### src/rtl/muldiv_pkg.sv
// muldiv_pkg: shared definitions for the RV32M multiply/divide unit.
//   - RV32M funct3 op codes (OP_MUL .. OP_REMU)
//   - FSM state encoding (state_e). CHK exists only when the
//     MULDIV_EARLY_OUT_EN macro is defined.
//   - XLEN_DEFAULT operand width
//   - magnitude(): absolute value for signed divide operands
package muldiv_pkg;

  localparam int XLEN_DEFAULT = 32;

  localparam logic [2:0] OP_MUL    = 3'b000;
  localparam logic [2:0] OP_MULH   = 3'b001;
  localparam logic [2:0] OP_MULHSU = 3'b010;
  localparam logic [2:0] OP_MULHU  = 3'b011;
  localparam logic [2:0] OP_DIV    = 3'b100;
  localparam logic [2:0] OP_DIVU   = 3'b101;
  localparam logic [2:0] OP_REM    = 3'b110;
  localparam logic [2:0] OP_REMU   = 3'b111;

  typedef enum logic [2:0] {
    IDLE = 3'd0,
    MUL  = 3'd1,
    DIV  = 3'd2,
    DONE = 3'd3
`ifdef MULDIV_EARLY_OUT_EN
    , CHK = 3'd4
`endif
  } state_e;

  // Signed divide ops: DIV and REM. The unsigned ones have funct3[0] set.
  function automatic logic is_signed_div(input logic [2:0] op);
    return (op == OP_DIV) || (op == OP_REM);
  endfunction

  // Two's-complement magnitude. 0x80000000 maps to itself, which is the
  // correct unsigned magnitude of the most negative value.
  function automatic logic [XLEN_DEFAULT-1:0] magnitude(
    input logic [XLEN_DEFAULT-1:0] v,
    input logic                    is_signed
  );
    return (is_signed && v[XLEN_DEFAULT-1]) ? -v : v;
  endfunction

endpackage

### src/rtl/muldiv_unit_div_step.sv
// div_step: one combinational restoring-division step.
//   rem      : partial remainder (always < divisor on entry)
//   quo      : quotient register; its MSB is the next dividend bit to
//              shift in, its LSB receives the new quotient bit
//   divisor  : divisor magnitude (non-zero)
//   next_rem : remainder after shift-and-conditional-subtract
//   next_quo : quotient shifted left with the new quotient bit appended
module div_step #(
  parameter int XLEN = 32
) (
  input  logic [XLEN-1:0] rem,
  input  logic [XLEN-1:0] quo,
  input  logic [XLEN-1:0] divisor,
  output logic [XLEN-1:0] next_rem,
  output logic [XLEN-1:0] next_quo
);

  logic [XLEN:0] shifted;
  logic [XLEN:0] diff;

  // shifted < 2*divisor, so (shifted - divisor) lies strictly inside
  // (-divisor, divisor) and bit XLEN of the difference is a clean borrow.
  always_comb begin
    shifted = {rem, quo[XLEN-1]};
    diff    = shifted - {1'b0, divisor};
    if (!diff[XLEN]) begin
      next_rem = diff[XLEN-1:0];
      next_quo = {quo[XLEN-2:0], 1'b1};
    end else begin
      next_rem = shifted[XLEN-1:0];
      next_quo = {quo[XLEN-2:0], 1'b0};
    end
  end

endmodule

### src/rtl/muldiv_unit.sv
// muldiv_unit: multi-cycle RV32M execute unit (MUL/MULH/MULHSU/MULHU,
// DIV/DIVU/REM/REMU) sitting beside the EX-stage ALU.
//
// Ports:
//   clk, rst_n         clock, asynchronous active-low reset
//   start              issue request (accepted only in IDLE, without kill)
//   funct3             RV32M op select
//   rs1_val, rs2_val   operands A and B
//   rd_in              destination register of the issued op
//   kill               flush: in-flight op is dropped, nothing is written
//   busy               stall request (high while multiplying or dividing)
//   done               one-cycle result-valid pulse
//   reg_write          write strobe, done with a non-zero rd_out
//   rd_out, result     destination and value of the last completed op;
//                      held until the next completion
//
// Handshake: start is a one-cycle request sampled at a rising edge; the
// unit has no ready output, so an issuer must hold the pipeline while busy
// is high and re-present a start that lands outside IDLE. done is a
// registered pulse raised on the edge that leaves DONE, so the result
// reaches the EX/MEM register in the same cycle as done.
//
// Latency from the accepting edge E0: multiply done after E2, special
// divide (divide by zero, signed overflow) after E1, normal divide after
// E(DIV_ITERS+2).
//
// Optional build macro MULDIV_EARLY_OUT_EN: adds a CHK state that
// compares the registered dividend and divisor magnitudes and completes
// the divide without iterating when |dividend| < |divisor|.
module muldiv_unit
  import muldiv_pkg::*;
#(
  parameter int XLEN      = XLEN_DEFAULT,
  parameter int DIV_ITERS = XLEN_DEFAULT
) (
  input  logic            clk,
  input  logic            rst_n,
  input  logic            start,
  input  logic [2:0]      funct3,
  input  logic [XLEN-1:0] rs1_val,
  input  logic [XLEN-1:0] rs2_val,
  input  logic [4:0]      rd_in,
  input  logic            kill,
  output logic            busy,
  output logic            done,
  output logic            reg_write,
  output logic [4:0]      rd_out,
  output logic [XLEN-1:0] result
);

  localparam int CW = $clog2(DIV_ITERS + 1);
  localparam logic [CW-1:0] LAST_CNT = CW'(DIV_ITERS);

  state_e state;
  state_e state_next;

  logic [XLEN-1:0] a_q;      // raw operand A
  logic [XLEN-1:0] b_q;      // raw operand B
  logic [2:0]      op_q;
  logic [4:0]      rd_q;
  logic [XLEN-1:0] rem_q;    // partial remainder
  logic [XLEN-1:0] quo_q;    // dividend magnitude, becomes the quotient
  logic [XLEN-1:0] dvs_q;    // divisor magnitude
  logic [XLEN-1:0] res_q;    // result staged for the DONE edge
  logic [CW-1:0]   cnt_q;

  // Issue-side decode on the raw inputs
  logic            accept;
  logic            in_signed;
  logic            in_rem;
  logic            div_by_zero;
  logic            div_ovf;
  logic            special;
  logic [XLEN-1:0] special_res;

  // Multiply datapath
  logic                   ext_a;
  logic                   ext_b;
  logic signed [2*XLEN-1:0] mul_a;
  logic signed [2*XLEN-1:0] mul_b;
  logic signed [2*XLEN-1:0] prod;

  // Divide datapath
  logic [XLEN-1:0] step_rem;
  logic [XLEN-1:0] step_quo;
  logic            q_neg;
  logic            r_neg;
  logic [XLEN-1:0] quo_fix;
  logic [XLEN-1:0] rem_fix;
  logic [XLEN-1:0] div_res;

`ifdef MULDIV_EARLY_OUT_EN
  logic early;
  assign early = (quo_q < dvs_q);
`endif

  // --------------------------------------------------------------------
  // Issue decode
  // --------------------------------------------------------------------
  assign accept      = start && !kill && (state == IDLE);
  assign in_signed   = is_signed_div(funct3);
  assign in_rem      = funct3[1];
  assign div_by_zero = (rs2_val == '0);
  assign div_ovf     = in_signed && (rs1_val == {1'b1, {(XLEN-1){1'b0}}})
                       && (rs2_val == '1);
  assign special     = div_by_zero || div_ovf;

  // Divide-by-zero: quotient all ones, remainder = dividend.
  // Signed overflow: quotient = dividend (0x80000000), remainder 0.
  always_comb begin
    special_res = '0;
    if (div_by_zero) begin
      special_res = in_rem ? rs1_val : '1;
    end else begin
      special_res = in_rem ? '0 : rs1_val;
    end
  end

  // --------------------------------------------------------------------
  // Multiply: 33x33 signed product, computed in 2*XLEN bits because only
  // those bits are ever selected.
  // --------------------------------------------------------------------
  assign ext_a = ((op_q == OP_MULH) || (op_q == OP_MULHSU)) && a_q[XLEN-1];
  assign ext_b = (op_q == OP_MULH) && b_q[XLEN-1];
  assign mul_a = {{XLEN{ext_a}}, a_q};
  assign mul_b = {{XLEN{ext_b}}, b_q};
  assign prod  = mul_a * mul_b;

  // --------------------------------------------------------------------
  // Divide: one restoring step per DIV cycle, then sign correction.
  // --------------------------------------------------------------------
  div_step #(
    .XLEN(XLEN)
  ) u_div_step (
    .rem      (rem_q),
    .quo      (quo_q),
    .divisor  (dvs_q),
    .next_rem (step_rem),
    .next_quo (step_quo)
  );

  assign q_neg   = is_signed_div(op_q) && (a_q[XLEN-1] ^ b_q[XLEN-1]);
  assign r_neg   = is_signed_div(op_q) && a_q[XLEN-1];
  assign quo_fix = q_neg ? -quo_q : quo_q;
  assign rem_fix = r_neg ? -rem_q : rem_q;
  assign div_res = op_q[1] ? rem_fix : quo_fix;

  // --------------------------------------------------------------------
  // FSM
  // --------------------------------------------------------------------
  always_ff @(posedge clk or negedge rst_n) begin
    if (!rst_n) begin
      state <= IDLE;
    end else begin
      state <= state_next;
    end
  end

  always_comb begin
    state_next = state;
    case (state)
      IDLE: begin
        if (accept) begin
          if (!funct3[2]) begin
            state_next = MUL;
          end else if (special) begin
            state_next = DONE;
          end else begin
`ifdef MULDIV_EARLY_OUT_EN
            state_next = CHK;
`else
            state_next = DIV;
`endif
          end
        end
      end
      MUL:  state_next = DONE;
      DIV:  state_next = (cnt_q == LAST_CNT) ? DONE : DIV;
`ifdef MULDIV_EARLY_OUT_EN
      CHK:  state_next = early ? DONE : DIV;
`endif
      DONE: state_next = IDLE;
      default: state_next = IDLE;
    endcase
    // A flush always wins. A DONE-cycle result was produced before the
    // flush, so the done register below still reports it.
    if (kill) begin
      state_next = IDLE;
    end
  end

  // CHK stalls the pipeline like the iterating states: the op is still
  // in flight and a new issue would be dropped.
`ifdef MULDIV_EARLY_OUT_EN
  assign busy = (state == MUL) || (state == DIV) || (state == CHK);
`else
  assign busy = (state == MUL) || (state == DIV);
`endif

  // --------------------------------------------------------------------
  // Datapath and outputs
  // --------------------------------------------------------------------
  always_ff @(posedge clk or negedge rst_n) begin
    if (!rst_n) begin
      a_q       <= '0;
      b_q       <= '0;
      op_q      <= '0;
      rd_q      <= '0;
      rem_q     <= '0;
      quo_q     <= '0;
      dvs_q     <= '0;
      res_q     <= '0;
      cnt_q     <= '0;
      done      <= 1'b0;
      reg_write <= 1'b0;
      rd_out    <= '0;
      result    <= '0;
    end else begin
      done      <= (state == DONE);
      reg_write <= (state == DONE) && (rd_q != 5'd0);
      if (state == DONE) begin
        result <= res_q;
        rd_out <= rd_q;
      end

      case (state)
        IDLE: begin
          if (accept) begin
            op_q  <= funct3;
            rd_q  <= rd_in;
            a_q   <= rs1_val;
            b_q   <= rs2_val;
            rem_q <= '0;
            quo_q <= magnitude(rs1_val, in_signed);
            dvs_q <= magnitude(rs2_val, in_signed);
            cnt_q <= '0;
            // Only kept when the op turns out special; overwritten later
            // for every other op.
            res_q <= special_res;
          end
        end
        MUL: begin
          res_q <= (op_q == OP_MUL) ? prod[XLEN-1:0] : prod[2*XLEN-1:XLEN];
        end
        DIV: begin
          if (cnt_q != LAST_CNT) begin
            rem_q <= step_rem;
            quo_q <= step_quo;
            cnt_q <= cnt_q + CW'(1);
          end else begin
            res_q <= div_res;
          end
        end
`ifdef MULDIV_EARLY_OUT_EN
        CHK: begin
          // Quotient 0; remainder is the dividend with its own sign.
          if (early) begin
            res_q <= op_q[1] ? a_q : '0;
          end
        end
`endif
        default: ;
      endcase
    end
  end

endmodule
### config.mk
export PLATFORM = sky130hd
export DESIGN_NAME = muldiv_unit
export DESIGN_NICKNAME = d
export VERILOG_FILES = /design/src/rtl/muldiv_pkg.sv /design/src/rtl/muldiv_unit_div_step.sv /design/src/rtl/muldiv_unit.sv
export SDC_FILE = /design/constraint.sdc
export NUM_CORES = 2
export LEC_CHECK = 0
export BUFFER_PORTS_ARGS = -buffer_cell sky130_fd_sc_hd__buf_2
export CAP_MARGIN = 10
export CORE_UTILIZATION = 30
export CTS_CLUSTER_SIZE = 8
export DETAILED_ROUTE_END_ITERATION = 7
export GPL_TIMING_DRIVEN = 1
export MAX_ROUTING_LAYER = met4
export PLACE_DENSITY = 0.55
export SYNTH_ARGS = -nofsm -noshare
export SYNTH_HDL_FRONTEND = slang
export SYNTH_HIERARCHICAL = 1
export SYNTH_SLANG_ARGS = --single-unit
### constraint.sdc
create_clock -name clk -period 11.1 [get_ports clk]
set_clock_uncertainty 0.2 [all_clocks]
set_input_delay 1.11 -clock clk [delete_from_list [all_inputs] [get_ports clk]]
set_output_delay 1.11 -clock clk [all_outputs]
set_load 0.02 [all_outputs]
# Yosys cells after proc, flatten, opt, wreduce, memory -nomap -nowiden
# Cells that the tools add are included.
word_totals:
  register_bits: 248
  latch_bits: 0
  ram_bits: 0
  rom_bits: 0
  inputBits: 76
  out_inout_bits: 40
  word_cells: 94
  memories: 0
op_classes:
  add_sub_neg: 6
  mul: 1
  div: 0
  order_cmp: 0
  eq_ne: 17
  shifts: 0
  mux: 29
  bitwise_logic: 1
  reduce_logical: 26
ops:
  columns: ["cell", "n"]
  rows:
  - ["$mux W32", 16]
  - ["$neg A32 Y32", 4]
  - ["$pmux W32 S2", 2]
  - ["$pmux W32 S3", 1]
  - ["$eq A32 B32 Y1 const B", 2]
  - ["$mul A33 B33 Y64", 1]
  - ["$sub A33 B32 Y33", 1]
  - ["$logic_not A32 Y1", 1]
  - ["$eq A3 B3 Y1 const B", 4]
  - ["$mux W6", 2]
  - ["$pmux W6 S2", 1]
  - ["$logic_and A1 B1 Y1", 11]
  - ["$eq A3 B2 Y1 const B", 3]
  - ["$pmux W3 S3", 1]
  - ["$add A6 B1 Y6 const B", 1]
  - ["$eq A3 B1 Y1 const B", 2]
  - ["$eq A6 B6 Y1 const B", 1]
  - ["$logic_not A3 Y1", 2]
  - ["$mux W3", 2]
  - ["$ne A6 B6 Y1 const B", 1]
  - ["$reduce_and A3 Y1", 2]
  - ["$logic_or A1 B1 Y1", 5]
  - ["$reduce_bool A5 Y1", 1]
  - ["$ne A2 B2 Y1 const B", 2]
  - ["9 further kinds", 11]

# Depth between registers and ports, before layout
depth:
  ltp_word: 10
  ltp_mapped: 31
  depth_no_buf: 28

# By module
# The synthesis kept the hierarchy.
by_module_without_submodules:
  columns: ["mod", "n_inst", "cells_each", "area_each_um2", "seq_area_each_um2"]
  rows:
  - ["muldiv_unit", 1, 5710, 51703.3, 6155.9]
  - ["div_step", 1, 336, 2591.2, 0.0]

# Least setup slack after synthesis
# Ideal clock, no wire load.
synth_path:
  path_kind: "register -> register"
  startpoint: "register op_q[1]"
  endpoint: "register res_q[28]"
  setup_ps: 126
  arrival_time_ps: 8623
  required_time_ps: 10774
  path_slack_ps: 2151
  stages_incl_launch_ff: 28
  n_path_buf: 2
  synth_period_minus_slack_ps: 8949
  cell_sequence: "dfrtp_1 -> clkbuf_1 -> xnor2_1 -> nor3b_1 -> clkbuf_1 -> nand2_1 -> fa_1 -> fa_1 -> inv_1 -> fa_1 -> inv_1 -> fa_1 -> inv_1 -> fa_1 -> fa_1 -> fa_1 -> inv_1 -> fa_1 -> inv_1 -> ha_1 -> a21oi_1 -> o21ai_0 -> a221o_1 -> o41ai_1 -> or3_1 -> a31o_2 -> xnor2_1 -> a221o_1"
synth_between:
  elab_chain_cells: 7
  elab_cells_between_ends: 18
  cone_classes: "mul: 1; eq/ne: 4; mux: 6; reduce/logical: 7"
synth_rtl:
  columns: ["element", "line", "rtl"]
  rows:
  - ["start, declared", "muldiv_unit.sv:59", "logic [2:0] op_q;"]
  - ["start signal, assigned", "muldiv_unit.sv:229", "op_q <= funct3;"]
  - ["parallel branches: the longest is 6 deep, another holds $mul A33 B33 Y64", null, null]
  - ["$pmux W32 S3 (*)", "muldiv_unit.sv:226", "case (state)"]
  - ["end signal, assigned", "muldiv_unit.sv:239", "res_q <= special_res;"]
  - ["end signal, assigned", "muldiv_unit.sv:243", "res_q <= (op_q == OP_MUL) ? prod[XLEN-1:0] : prod[2*XLEN-1:XLEN];"]
  - ["end signal, assigned", "muldiv_unit.sv:251", "res_q <= div_res;"]
  - ["end, declared", "muldiv_unit.sv:64", "logic [XLEN-1:0] res_q;"]
# Every way passes the cells marked *. The select of a mux whose other input is x is not followed.
# A chain may end at the register's enable or synchronous reset.

# Worst setup path after layout
layout_path:
  startpoint: "register op_q[0]"
  endpoint: "register res_q[28]"
# Same word-level chain as after synthesis.

==> impl_summary.log <==
[metrics] Post-Synthesis Cell Area: 0.0543 mm²
[metrics] detailed-route DRC error count: 0
[metrics] number of instances resized during post-cts repair: 0
[metrics] post-synth cell types: between 90 and 100
[metrics] number of design-rule violations left by the first detailed-router iteration: approximately 2900
[metrics] endpoints failing setup: 0
[metrics] startpoint-to-endpoint class of the critical path: reg -> reg
[metrics] effective utilization at floorplan: a little under a third
[metrics] remaining number of nets flagged by the antenna check after routing: 0
[metrics] number of clock sinks: around 250
[metrics] stage delay of the slowest cell on the critical path: roughly 0.82 ns
[metrics] clock input transition at the sequential cells of the worst setup and hold paths: roughly 0.050 ns
[metrics] # rows: between 150 and 200
[metrics] final critical delay including setup and external delays: 10.01 ns
[metrics] synth-to-layout area growth: 7.01%
[metrics] via count of the first global-routing pass: approximately 44000
[metrics] placeable core area: ~0.18 mm²
[metrics] most frequent cell on the critical path: sky130_fd_sc_hd__fa_1
[metrics] Ys Warns: 6
[metrics] insertion delay of the later-clocked pin in the worst-skew pair: about 0.55 ns
[metrics] post-CTS repair timing setup buffer count: 0
[metrics] layout cell share with drive strength beyond 1: under 10%
[metrics] DP Cell Count: 8251
[metrics] CTS tree: done
[metrics] Fin. Hold Viols: 0
[metrics] gr usage total: 19.4%
[metrics] MaxCap Viol Count: 0
[metrics] DP Area: 0.0570 mm²
[metrics] iteration count of the initial detailed-routing pass: 6
[metrics] die boundary width: about 430 µm
[metrics] final wirelength: roughly 170000 µm
[metrics] placer congestion estimate: around 0.96
[metrics] root buffer cell: sky130_fd_sc_hd__clkbuf_16
[metrics] Mapped Cells: roughly 6000
[metrics] primary flip-flop cell chosen by synthesis mapping: sky130_fd_sc_hd__dfrtp_1
[metrics] fraction of registers with async set or reset after synthesis: 100%
[metrics] Post-Route Setup TNS: 0 ns
[metrics] setup repair after global routing missed its margin: false
[metrics] H-tree depth reported by CTS: 2
[metrics] Seq cells post-synth: around 250
[metrics] Worst Path Arrival: 10.23 ns
[metrics] Cell Count, Final, Fillers Out: roughly 8300
[metrics] HPWL reported at the end of detailed placement: roughly 140000 µm
[metrics] worst slew margin relative to its limit: between 20% and 30%
[metrics] post-layout instance area: slightly below 0.06 mm²
[metrics] type of origin of the critical path: flop
[metrics] post-synthesis average cell area: approximately 9 µm²
[metrics] worst-path fanout max: 31
[metrics] class of the most critical hold timing path: reg -> reg
[metrics] remaining global-route overflow: 0
[metrics] number of buffers created by CTS: 37
[metrics] area of the die: approximately 0.18 mm²
[metrics] sequential cell area fraction in the yosys report: between 10% and 20%
[metrics] period utilization: approximately nine tenths
[metrics] post-layout utilization of the core: 32.4%
[metrics] maximum clock path buffer count: 3
[metrics] I/O pin count: 116
[metrics] slowest CP cell: sky130_fd_sc_hd__fa_1
[metrics] slew at the pin closest to its max-slew limit: 1.11 ns
[metrics] vias after detailed routing: between 40000 and 50000
[metrics] largest net degree at the start of global routing: roughly 110
[metrics] Synth Net Count: 7504
[metrics] FMAX: 99.9 MHz
[metrics] Slew Viols, Final: 0
[metrics] final routed wire length divided by cell count: just over 20 µm
[metrics] number of nets in the layout: between 7000 and 8000
[metrics] Crit path required time: about 11 ns
[metrics] initial antenna violation count: 4
[metrics] number of buffers inserted for hold repair after clock tree synthesis: 0
[metrics] status: completed
[metrics] DIE HEIGHT: ~430 µm
[metrics] count of flip-flops with a built-in enable after synthesis: 0
[metrics] Worst Setup End Kind: flop
[metrics] wire length of the first global-routing pass: about 270000 µm
[metrics] IO buf count: ~120
[metrics] mean number of vias per cell: 4.97
-- final timing paths --
kind                                       startpoint                     to  slack [ns]  cells after the start
min in group asynchronous                       rst_n  result[7]$_DFFE_PN0P_        0.41                      1
worst min-delay path            dvs_q[21]$_DFFE_PN0P_  dvs_q[21]$_DFFE_PN0P_        0.27                      2
max in group asynchronous                       rst_n    b_q[19]$_DFFE_PN0P_        8.59                      2
worst max-delay path              op_q[0]$_DFFE_PN0P_  res_q[28]$_DFFE_PN0P_        1.09                     28
worst min register to register  dvs_q[21]$_DFFE_PN0P_  dvs_q[21]$_DFFE_PN0P_        0.27                      2
worst max register to register    op_q[0]$_DFFE_PN0P_  res_q[28]$_DFFE_PN0P_        1.09                     28
-- cell families after synthesis --
group,synth area share (%)
AND/OR/NAND/NOR,15.1
buffers and inverters,11.5
adder cells (fa/ha/maj),48.0
AO/OA/AOI/OAI,8.09
flip-flops,11.3
XOR/XNOR,3.27
multiplexers,2.77
-- state kept, by name, summed over array words and instances (netlist names) --
signal	flops
rem_q	32
a_q	32
result	32
state	2
rd_q	5
rd_out	5
cnt_q	6
dvs_q	31
op_q	3
reg_write	1
res_q	32
done	1
b_q	32
quo_q	32
-- per-stage QoR --
stage                     worst slack (ns)  hold slack (ns)
after global routing                 0.649            0.297
after global placement                1.54            0.267
after detailed placement              1.27            0.271
after floorplan                       2.15            0.243
final                                 1.09            0.274
after CTS                             1.22            0.282
-- layer usage --
metal / part of all wire [%] / vias up / global-route usage (%)
met4: 3.1 / 0 / 5.15
met5: 0 / - / -
li1: - / 18186 / -
met1: 44 / 21712 / 25.7
met2: 48 / 1140 / 31.9
met3: 4.7 / 235 / 1.45
-- cell usage in the layout, fill, tap and decap left out, drive strengths merged, types with 33 or more instances in the layout --
| cell type | netlist | layout |
|---|---|---|
| nor2 | 172 | 172 |
| mux2 | 121 | 121 |
| o21ai | 199 | 199 |
| fa | 1126 | 1126 |
| inv | 1239 | 1240 |
| xnor2 | 130 | 130 |
| a22o | 33 | 33 |
| xor2 | 73 | 73 |
| dfrtp | 246 | 246 |
| buf | 51 | 215 |
| nand2 | 961 | 961 |
| nand3 | 43 | 43 |
| nor3 | 52 | 52 |
| and2 | 327 | 327 |
| a21o | 38 | 38 |
| a21oi | 212 | 212 |
| ha | 256 | 256 |
| clkbuf | 312 | 44 |
-- final cells by class --
type,instances,area (µm²)
inverters,1239,4660
clock inverters,4,71.3
diodes,3,7.51
clock buffers,44,973
flip-flops and latches,246,6160
well taps,2355,2950
multi-input cells,4196,41900
repair buffers,215,1370
fillers,18844,121000
-- worst max-delay path, delay by kind of cell (launching register included) --
| kind | cells | cell delay, ns |
|---|---|---|
| flip-flops | 1 | 0.43 |
| AND/OR/NAND/NOR | 3 | 0.44 |
| adder cells (fa/ha/maj) | 9 | 5.01 |
| AO/OA/AOI/OAI | 6 | 1.96 |
| buffers and inverters | 8 | 1.52 |
| XOR/XNOR | 2 | 0.28 |
-- cells in the mapped netlist, types with 15 or more instances --
| library cell | n | share of area [%] |
|---|---|---|
| sky130_fd_sc_hd__mux2_2 | 102 | 2.1 |
| sky130_fd_sc_hd__o21bai_1 | 19 | 0.26 |
| sky130_fd_sc_hd__xnor2_1 | 130 | 2.1 |
| sky130_fd_sc_hd__and3_1 | 25 | 0.29 |
| sky130_fd_sc_hd__mux2_4 | 19 | 0.53 |
| sky130_fd_sc_hd__o21ai_0 | 193 | 1.8 |
| sky130_fd_sc_hd__or3_1 | 22 | 0.25 |
| sky130_fd_sc_hd__inv_1 | 1238 | 8.6 |
| sky130_fd_sc_hd__a21o_1 | 37 | 0.51 |
| sky130_fd_sc_hd__a21oi_1 | 210 | 1.9 |
| sky130_fd_sc_hd__or2_2 | 16 | 0.18 |
| sky130_fd_sc_hd__nor4_1 | 15 | 0.17 |
| sky130_fd_sc_hd__xor2_1 | 73 | 1.2 |
| sky130_fd_sc_hd__a22o_1 | 33 | 0.53 |
| sky130_fd_sc_hd__dfrtp_1 | 246 | 11 |
| sky130_fd_sc_hd__and2_1 | 324 | 3.7 |
| sky130_fd_sc_hd__o211ai_1 | 18 | 0.25 |
| sky130_fd_sc_hd__maj3_1 | 29 | 0.53 |
| sky130_fd_sc_hd__clkbuf_1 | 312 | 2.2 |
| sky130_fd_sc_hd__a31oi_1 | 30 | 0.35 |
| sky130_fd_sc_hd__o31ai_1 | 22 | 0.30 |
| sky130_fd_sc_hd__nor3_1 | 51 | 0.47 |
| sky130_fd_sc_hd__fa_1 | 1126 | 42 |
| sky130_fd_sc_hd__buf_4 | 34 | 0.47 |
| sky130_fd_sc_hd__nand2_1 | 961 | 6.6 |
| sky130_fd_sc_hd__o22ai_1 | 19 | 0.22 |
| sky130_fd_sc_hd__a211oi_1 | 18 | 0.25 |
| sky130_fd_sc_hd__ha_1 | 256 | 5.9 |
| sky130_fd_sc_hd__nand3_1 | 43 | 0.40 |
| sky130_fd_sc_hd__nand4_1 | 27 | 0.31 |
| sky130_fd_sc_hd__nor2_1 | 171 | 1.2 |
Power is left out: the tool's default activity adds up to more than one toggle a clock period on the data nets, which glitch-free logic cannot reach.
